===== config.mk =====
export PLATFORM = sky130hd
export DESIGN_NAME = exmem_skid_stage
export DESIGN_NICKNAME = d
export VERILOG_FILES = /design/src/rtl/exmem_pkg.sv /design/src/rtl/pipe_skid_reg.sv /design/src/rtl/exmem_skid_stage.sv
export SDC_FILE = /design/constraint.sdc
export NUM_CORES = 1
export LEC_CHECK = 0
export BUFFER_PORTS_ARGS = -buffer_cell sky130_fd_sc_hd__buf_2
export CAP_MARGIN = 25
export CORE_MARGIN = 1.5
export CORE_UTILIZATION = 50
export DETAILED_ROUTE_END_ITERATION = 8
export MAX_ROUTING_LAYER = met4
export PLACE_DENSITY = 0.76
export SLEW_MARGIN = 20
export SYNTH_ARGS = -nofsm -noshare
export SYNTH_HDL_FRONTEND = slang
export SYNTH_SLANG_ARGS = --single-unit

===== constraint.sdc =====
create_clock -name clk -period 11.72 [get_ports clk]
set_clock_uncertainty 0.15 [all_clocks]
set_input_delay 2.344 -clock clk [delete_from_list [all_inputs] [get_ports clk]]
set_output_delay 2.344 -clock clk [all_outputs]
set_load 0.005 [all_outputs]

===== src/rtl/exmem_pkg.sv =====
// Shared EX/MEM definitions: default field widths and the packed control-field
// layout used by this stage, the MEM stage and the hazard unit.
package exmem_pkg;

  localparam int DATA_W_DEF = 32;
  localparam int REG_AW_DEF = 5;
  localparam int MW_W_DEF   = 2;
  localparam int MR_W_DEF   = 3;

  // Control fields travel MSB-first in this order everywhere in the pipeline.
  typedef struct packed {
    logic                memtoreg;
    logic                regwrite;
    logic [MW_W_DEF-1:0] memwrite;
    logic [MR_W_DEF-1:0] memread;
  } exmem_ctrl_t;

  localparam int CTRL_W_DEF = $bits(exmem_ctrl_t);

  // Total payload width: control fields, address, store data, destination.
  function automatic int payload_w(input int dw, input int aw, input int mw, input int mr);
    return 2 + mw + mr + 2 * dw + aw;
  endfunction

endpackage


===== src/rtl/pipe_skid_reg.sv =====
// Generic two-entry skid buffer: a head register that drives the output and a
// skid register that absorbs one transfer while the consumer stalls. The
// upstream ready is registered so no combinational path crosses the stage.
module pipe_skid_reg #(
  parameter int PAYLOAD_W = 8
) (
  input  logic                 clk,
  input  logic                 rst,
  input  logic                 i_flush,
  input  logic                 i_valid,
  output logic                 o_ready,
  input  logic [PAYLOAD_W-1:0] i_data,
  output logic                 o_valid,
  input  logic                 i_ready,
  output logic [PAYLOAD_W-1:0] o_data
);

  logic                 r_head_vld;
  logic                 r_skid_vld;
  logic                 r_in_ready;
  logic [PAYLOAD_W-1:0] r_head;
  logic [PAYLOAD_W-1:0] r_skid;

  logic w_accept;
  logic w_head_free;

  assign w_accept    = i_valid & r_in_ready;
  // Head can take a new entry when it is empty or being consumed this cycle.
  assign w_head_free = ~r_head_vld | i_ready;

  // Head/skid update; skid only fills while head is stalled, so it is never
  // valid with an empty head and order is preserved by draining skid first.
  always_ff @(posedge clk or posedge rst) begin
    if (rst) begin
      r_head_vld <= 1'b0;
      r_skid_vld <= 1'b0;
      r_in_ready <= 1'b0;
      r_head     <= '0;
      r_skid     <= '0;
    end else if (i_flush) begin
      r_head_vld <= 1'b0;
      r_skid_vld <= 1'b0;
      r_in_ready <= 1'b1;
    end else if (w_head_free) begin
      if (r_skid_vld) begin
        r_head     <= r_skid;
        r_head_vld <= 1'b1;
        r_skid_vld <= 1'b0;
      end else begin
        r_head_vld <= w_accept;
        if (w_accept) begin
          r_head <= i_data;
        end
      end
      r_in_ready <= 1'b1;
    end else if (w_accept) begin
      r_skid     <= i_data;
      r_skid_vld <= 1'b1;
      r_in_ready <= 1'b0;
    end
  end

  assign o_ready = r_in_ready;
  assign o_valid = r_head_vld;
  assign o_data  = r_head;

endmodule


===== src/rtl/exmem_skid_stage.sv =====
// EX/MEM pipeline register with skid buffering and forwarding outputs for the
// hazard unit. Control fields are forced to zero on bubbles so MEM never acts
// on stale controls.
module exmem_skid_stage
  import exmem_pkg::*;
#(
  parameter int DATA_W = DATA_W_DEF,
  parameter int REG_AW = REG_AW_DEF,
  parameter int MW_W   = MW_W_DEF,
  parameter int MR_W   = MR_W_DEF
) (
  input  logic              clk,
  input  logic              rst,
  input  logic              in_valid,
  output logic              in_ready,
  input  logic              flush,
  input  logic              in_memtoreg,
  input  logic              in_regwrite,
  input  logic [MW_W-1:0]   in_memwrite,
  input  logic [MR_W-1:0]   in_memread,
  input  logic [DATA_W-1:0] in_addr,
  input  logic [DATA_W-1:0] in_wdata,
  input  logic [REG_AW-1:0] in_dst,
  output logic              out_valid,
  input  logic              out_ready,
  output logic              out_memtoreg,
  output logic              out_regwrite,
  output logic [MW_W-1:0]   out_memwrite,
  output logic [MR_W-1:0]   out_memread,
  output logic [DATA_W-1:0] out_addr,
  output logic [DATA_W-1:0] out_wdata,
  output logic [REG_AW-1:0] out_dst,
  output logic              fwd_valid,
  output logic [REG_AW-1:0] fwd_dst,
  output logic [DATA_W-1:0] fwd_data,
  output logic              fwd_is_load
);

  localparam int PAYLOAD_W = payload_w(DATA_W, REG_AW, MW_W, MR_W);

  logic [PAYLOAD_W-1:0] w_in_pl;
  logic [PAYLOAD_W-1:0] w_out_pl;
  logic                 w_head_vld;
  logic                 w_memtoreg;
  logic                 w_regwrite;
  logic [MW_W-1:0]      w_memwrite;
  logic [MR_W-1:0]      w_memread;

  // Payload packs control fields first, in the shared control-field order.
  assign w_in_pl = {in_memtoreg, in_regwrite, in_memwrite, in_memread,
                    in_addr, in_wdata, in_dst};

  pipe_skid_reg #(
    .PAYLOAD_W(PAYLOAD_W)
  ) u_skid (
    .clk    (clk),
    .rst    (rst),
    .i_flush(flush),
    .i_valid(in_valid),
    .o_ready(in_ready),
    .i_data (w_in_pl),
    .o_valid(w_head_vld),
    .i_ready(out_ready),
    .o_data (w_out_pl)
  );

  assign {w_memtoreg, w_regwrite, w_memwrite, w_memread,
          out_addr, out_wdata, out_dst} = w_out_pl;

  assign out_valid    = w_head_vld;
  assign out_memtoreg = w_head_vld & w_memtoreg;
  assign out_regwrite = w_head_vld & w_regwrite;
  assign out_memwrite = {MW_W{w_head_vld}} & w_memwrite;
  assign out_memread  = {MR_W{w_head_vld}} & w_memread;

  // Register 0 is hardwired, so writes to it never forward.
  assign fwd_valid   = out_regwrite & (out_dst != '0);
  assign fwd_dst     = out_dst;
  assign fwd_data    = out_addr;
  assign fwd_is_load = fwd_valid & out_memtoreg;

endmodule


==> impl_results.md, run 1 <==
* DRT antenna net count at 0
* Layout Area Growth over Synthesis at 11.5%
* Critical Path Fanout Max at 40
* GPL Wtd Cong at 0.737
* Remaining Overflow, GRT at 0
* Design area at 8640 um^2
* Inserted Diodes at 0
* Most numerous cell in the Yosys netlist: mux2_2
* Pwr/cell area at 186 nW/um^2
* Max-slew headroom at 0.520
* Initial antenna violation count at 0
* First drt pass iteration count at 4
* Top cells by count, synth: mux2_2, dfrtp_1, buf_4
* CTS resizes at 0
* Hold Crit Depth at 1
* Clk slew on worst S/H paths at 0.06 ns
* Crit Path Category: in -> reg
* #FFs+latches synth at 155
* FFs w/ async S/R, synth at 1.00
* Via/cell ratio at 5.04
* Largest area contributor in the netlist: dfrtp_1
* Clk buf depth at 2
* Required time of the critical path at 11.86 ns
* # Max-Cap Violations at 0
* Area taken by flip-flops and latches at 3880 um^2
* Drt total wl at 13,600 um
* Placed Cells at 793
* Netlist cell types at 20
* Hold slack final at 0.347 ns
* WL/cell at 16.4 um
* Leak at 4.03 nW
* VDD IR max at 0.0000988 V
* Mapped Nets at 616
* Final period utilization at 0.380
* Final core occ at 0.571
* Sequential area share after synthesis at 0.500
* Final setup TNS at 0 ns
* CTS Buf Count at 17
* Critical path arrival at 4.59 ns
* CP startpoint: flush
* Die area at 16,300 um^2
* Fillers at 1,225
* Final hold vios at 0
* Core Area at 15,100 um^2
* Final Slew Violations at 0
* Initial Utilization at 0.512
* Hold Crit Start: u_skid.o_data[29]
* Worst R2R Start: u_skid.o_valid
* Clock root cell: clkbuf_16
* Minimum clock period at 4.45 ns
* Clk sinks at 155
* Nets at 706
* Post-CTS Hold Fix Bufs at 0
* Placed cell areas at 8010 um^2
* Fin worst setup slack at 7.27 ns
* Number of global-route vias before repair at 4,297
* Reg2Reg Depth at 4
* Area of the multi-input gates at 2860 um^2
* Layout cell share with drive strength beyond 1 at 0.730
* Die Y at 128 um
* CTS H-tree lvls at 4
* Crit. End Element: flip-flop
* Status: completed
* RSZ-0062 raised after global routing: no
* DRT iter0 DRCs at 155
* Fmax at 225 MHz
* Tot Pwr at 1.61 mW
* Skew-Pair Late Insertion Delay at 0.42 ns
* Post-synth top flop: dfrtp_1
* Final setup vio count at 0
* Postcts setup bufs at 0
* Synth top area share at 0.500
* Global-route wire length before repair at 21,900 um
* Final non-filler cell total at 826
* Pre-CTS setup slack at 6.81 ns
* Number of flops mapped to enable cells by yosys at 0
* Total GRT Usage at 0.177
* Warnings, synthesis at 0
* Row Count at 45
* I/O pins at 198
* Post-Syn Area at 7750 um^2
* CTS tree: built
* Die X at 128 um
* IO buf count at 197
* Largest net degree at the start of global routing at 80
* Syn_area_per_cell at 14.5 um^2
* Vias post-DR at 4,165
* Type of origin of the critical path: input pin
* Worst min path class: reg -> reg
* Drt drc at 0
* Mapped Cells at 535
* Slew @ Worst Pin at 0.719 ns
* Synth area leaders: dfrtp_1, mux2_2, buf_4
* Final HPWL DP at 8900 um
flip-flops by register name (all words and copies together), names as in the netlist:
| signal | cells |
|---|---|
| u_skid.o_ready | 1 |
| u_skid.r_skid | 76 |
| u_skid.o_valid | 1 |
| u_skid.o_data | 76 |
| u_skid.r_skid_vld | 1 |
critical path: stages:
cell and delay, ns:
buf_2 0.12, or3b_4 0.44, nor2_8 0.53, buf_4 0.71, mux2_2 0.42
path summary, 6_finish.rpt:
kind                                endpoint  slack, ns
max reg2reg                u_skid.r_skid[71]       8.82
max in group asynchronous  u_skid.r_skid_vld       8.29
max                        u_skid.r_skid[71]       7.27
min                        u_skid.o_data[29]       0.35
min in group asynchronous  u_skid.r_skid[18]       1.88
min reg2reg                u_skid.o_data[29]       0.35
cells in the final DEF, fill, tap and decap left out, types with 3 or more instances in the layout:
| master | n |
|---|---|
| and2_1 | 8 |
| buf_2 | 197 |
| buf_4 | 3 |
| bufinv_16 | 3 |
| clkbuf_16 | 17 |
| clkinv_2 | 3 |
| clkinv_4 | 3 |
| clkinvlp_4 | 3 |
| dfrtp_1 | 154 |
| inv_6 | 3 |
| mux2_2 | 188 |
| mux2_4 | 40 |
cells by family (layout without fill, tap and decap cells):
| family | after synthesis | after routing | synth area share |
|---|---|---|---|
| compound gates | 3 | 3 | 0.00258 |
| buf+inv | 133 | 236 | 0.131 |
| flops | 155 | 155 | 0.500 |
| mux | 228 | 228 | 0.351 |
| simple gates | 16 | 16 | 0.0153 |
cell type report:
type                    count  share of cell area
clock buffers              18              0.0497
well taps                 188              0.0272
clock inverters            14              0.0198
flip-flops and latches    155               0.449
multi-input cells         247               0.331
repair buffers            202               0.121
inverters                   2             0.00145
power breakdown:
group          total, mW  switching (mW)  internal [mW]
Sequential         0.743          0.0750          0.668
Combinational      0.309           0.107          0.203
Clock              0.554           0.218          0.336
Total               1.61           0.400           1.21
per-layer routing:
metal,share of wire,global-route usage
met1,0.47,0.237
met2,0.46,0.264
met3,0.060,0.0519
met4,0.0071,0.0515
met5,0,-
Note: power is estimated with default switching activity, not from simulation.
==> inputs of run 2 (changes only) <==
==> constraint.sdc (replaced) <==
create_clock -name clk -period 4.55 [get_ports clk]
set_clock_uncertainty 0.15 [all_clocks]
set_input_delay 0.91 -clock clk [delete_from_list [all_inputs] [get_ports clk]]
set_output_delay 0.91 -clock clk [all_outputs]
set_load 0.005 [all_outputs]
==> run 2 against run 1 <==
Clock power increased to 2.6 times the previous value. Utilization is 0.37 points higher. Hold slack improved by 0.0021 ns. First-iteration DRC count decreased by 9.7%. Die area unchanged. Sequential power rose to 2.6 times the previous value. Final cell count grew 0.36%. Non-clock buffer count rose by 2. Flip-flop and latch count is the same. Via count up 1.2%. Final area increased by 0.65%. Setup slack worse by 5.6 ns.
==> impl_results.md, run 2 (synthesis results as in run 1) <==
* Final period utilization at 0.631
* Fillers at 1,203 (was 1,225)
* VDD IR max at 0.000290 V (was 0.0000988 V)
* Row Count at 45 (unchanged)
* Post-CTS Hold Fix Bufs at 0 (unchanged)
* Max-slew headroom at 0.403 (was 0.520)
* Crit path max-delay cell type: or4_1 (was buf_4)
* Largest net degree at the start of global routing at 79 (was 80)
* Reg2reg setup slack at 1.98 ns (was 8.82 ns)
* Most frequent cells in the layout: buf_2, mux2_2, dfrtp_1 (unchanged)
* Minimum clock period at 2.87 ns
* CTS tree: built (unchanged)
* Crit-path max cell delay at 0.55 ns (was 0.71 ns)
* # Max-Cap Violations at 0 (unchanged)
* Layout cell share with drive strength beyond 1 at 0.730 (about the same)
* Clk buf depth at 2 (unchanged)
* Crit-path cells: or4_1 -> o21a_1 -> and2_1 -> buf_2 (was buf_2 -> or3b_4 -> nor2_8 -> buf_4 -> mux2_2)
* Total GRT Usage at 0.182 (was 0.177)
* Final core occ at 0.574 (was 0.571)
* Leak at 4.05 nW (was 4.03 nW)
* DRT iter0 DRCs at 140 (was 155)
* Remaining Overflow, GRT at 0 (unchanged)
* Critical path arrival at 1.81 ns (was 4.59 ns)
* Final setup TNS at 0 ns (unchanged)
* WL/cell at 16.8 um (was 16.4 um)
* Crit Path Category: reg -> out (was in -> reg)
* Drt total wl at 13,900 um (was 13,600 um)
* Skew-Pair Late Insertion Delay at 0.41 ns (was 0.42 ns)
* Final Slew Violations at 0 (unchanged)
* Die area at 16,300 um^2 (unchanged)
* DRT antenna net count at 0 (unchanged)
* Clk slew on worst S/H paths at 0.06 ns (about the same)
* Required time of the critical path at 3.49 ns (was 11.86 ns)
* Clock root cell: clkbuf_16 (unchanged)
* Layout Area Growth over Synthesis at 12.2% (was 11.5%)
* Via/cell ratio at 5.09 (was 5.04)
* Area taken by flip-flops and latches at 3880 um^2 (unchanged)
* Core Area at 15,100 um^2 (unchanged)
* Final hold vios at 0 (unchanged)
* RSZ-0062 raised after global routing: no (unchanged)
* CTS Buf Count at 17 (unchanged)
* Area of the multi-input gates at 2860 um^2 (unchanged)
* CTS H-tree lvls at 4 (unchanged)
* Nets at 708 (was 706)
* Fmax at 348 MHz
* Status: completed (unchanged)
* Worst min path class: reg -> reg (unchanged)
* Crit. End Element: output port (was flip-flop)
* CTS resizes at 0 (unchanged)
* Slew @ Worst Pin at 0.894 ns (was 0.719 ns)
* Initial Utilization at 0.512 (unchanged)
* Die X at 128 um (unchanged)
* GPL Wtd Cong at 0.710 (was 0.737)
* Commonest non-fill, non-tap cell in the layout: buf_2 (unchanged)
* Final HPWL DP at 9050 um (was 8900 um)
* Number of global-route vias before repair at 4,486 (was 4,297)
* Type of origin of the critical path: flip-flop (was input pin)
* Initial antenna violation count at 1 (was 0)
* Global-route wire length before repair at 22,400 um (was 21,900 um)
* Critical Path Fanout Max at 4 (was 40)
* Die Y at 128 um (unchanged)
* I/O pins at 198 (unchanged)
* Final setup vio count at 0 (unchanged)
* First drt pass iteration count at 4 (unchanged)
* Postcts setup bufs at 0 (unchanged)
* Drt drc at 0 (unchanged)
* IO buf count at 197 (unchanged)
* Vias post-DR at 4,217 (was 4,165)
* Clk sinks at 155 (unchanged)
* Pwr/cell area at 479 nW/um^2 (was 186 nW/um^2)
## run 2: changes by cell type in the layout (fill, tap and decap cells not counted)
cell,before,now
clkbuf_1,1,2
clkinv_4,3,2
clkbuf_8,0,3
inv_6,3,0
clkinv_2,3,2
buf_6,1,0
buf_12,0,4
diode_2,0,1
buf_16,1,0
clkinvlp_4,3,4
## run 2: metrics by stage
| stage | power (mW) | setup WS, ns | hold WS (ns) | std cells | area, um^2 |
|---|---|---|---|---|---|
| finish | 4.17 | 1.68 | 0.350 | 829 | 8700 |
| global route | 4.38 | 1.58 | 0.369 | 829 | 8700 |
| detailed placement | 2.74 | 1.43 | 0.339 | 794 | 8040 |
| global placement | 2.70 | 1.48 | 0.335 | 794 | 8040 |
| floorplan | 2.65 | 1.53 | 0.322 | 535 | 7750 |
| CTS | 4.22 | 1.65 | 0.353 | 826 | 8650 |
## run 2: worst max-delay path, delay by kind of cell, from the launching register on
kind | cells | cell delay (ns)
and+or+nand+nor | 2 | 0.69
AOI/OAI and AO/OA | 1 | 0.19
DFF | 1 | 0.39
buffers and inverters | 1 | 0.12
## run 2: worst paths after layout
kind,end,startpoint,cells past startpoint
setup / recovery,fwd_is_load,u_skid.o_data[0],4
hold / removal,u_skid.o_data[19],u_skid.o_data[19],1
setup reg to reg,u_skid.r_skid[10],u_skid.o_valid,4
hold reg to reg,u_skid.o_data[19],u_skid.o_data[19],1
max in group asynchronous,u_skid.o_data[54],rst,3
min in group asynchronous,u_skid.r_skid[16],rst,2
## run 2: metal layers
layer | vias to the layer above | track usage | routed length (um)
li1 | 1934 | - | -
met1 | 2111 | 0.219 | 6070
met2 | 149 | 0.295 | 6790
met3 | 23 | 0.0540 | 816
met4 | 0 | 0.0602 | 225
met5 | - | - | 0
## run 2: area by class of cell
class | instances | area share
well taps | 188 | 0.0270
clock inverters | 10 | 0.0161
flip-flops and latches | 155 | 0.446
diodes | 1 | 0.000288
clock buffers | 22 | 0.0545
multi-input cells | 247 | 0.329
repair buffers | 204 | 0.125
inverters | 2 | 0.00129
## run 2: power breakdown
part           internal [mW]  leakage [nW]  total [mW]  switching [mW]
clock network          0.907         0.292        1.45           0.543
registers               1.72          1.86        1.92           0.196
logic                  0.525          1.89       0.803           0.278
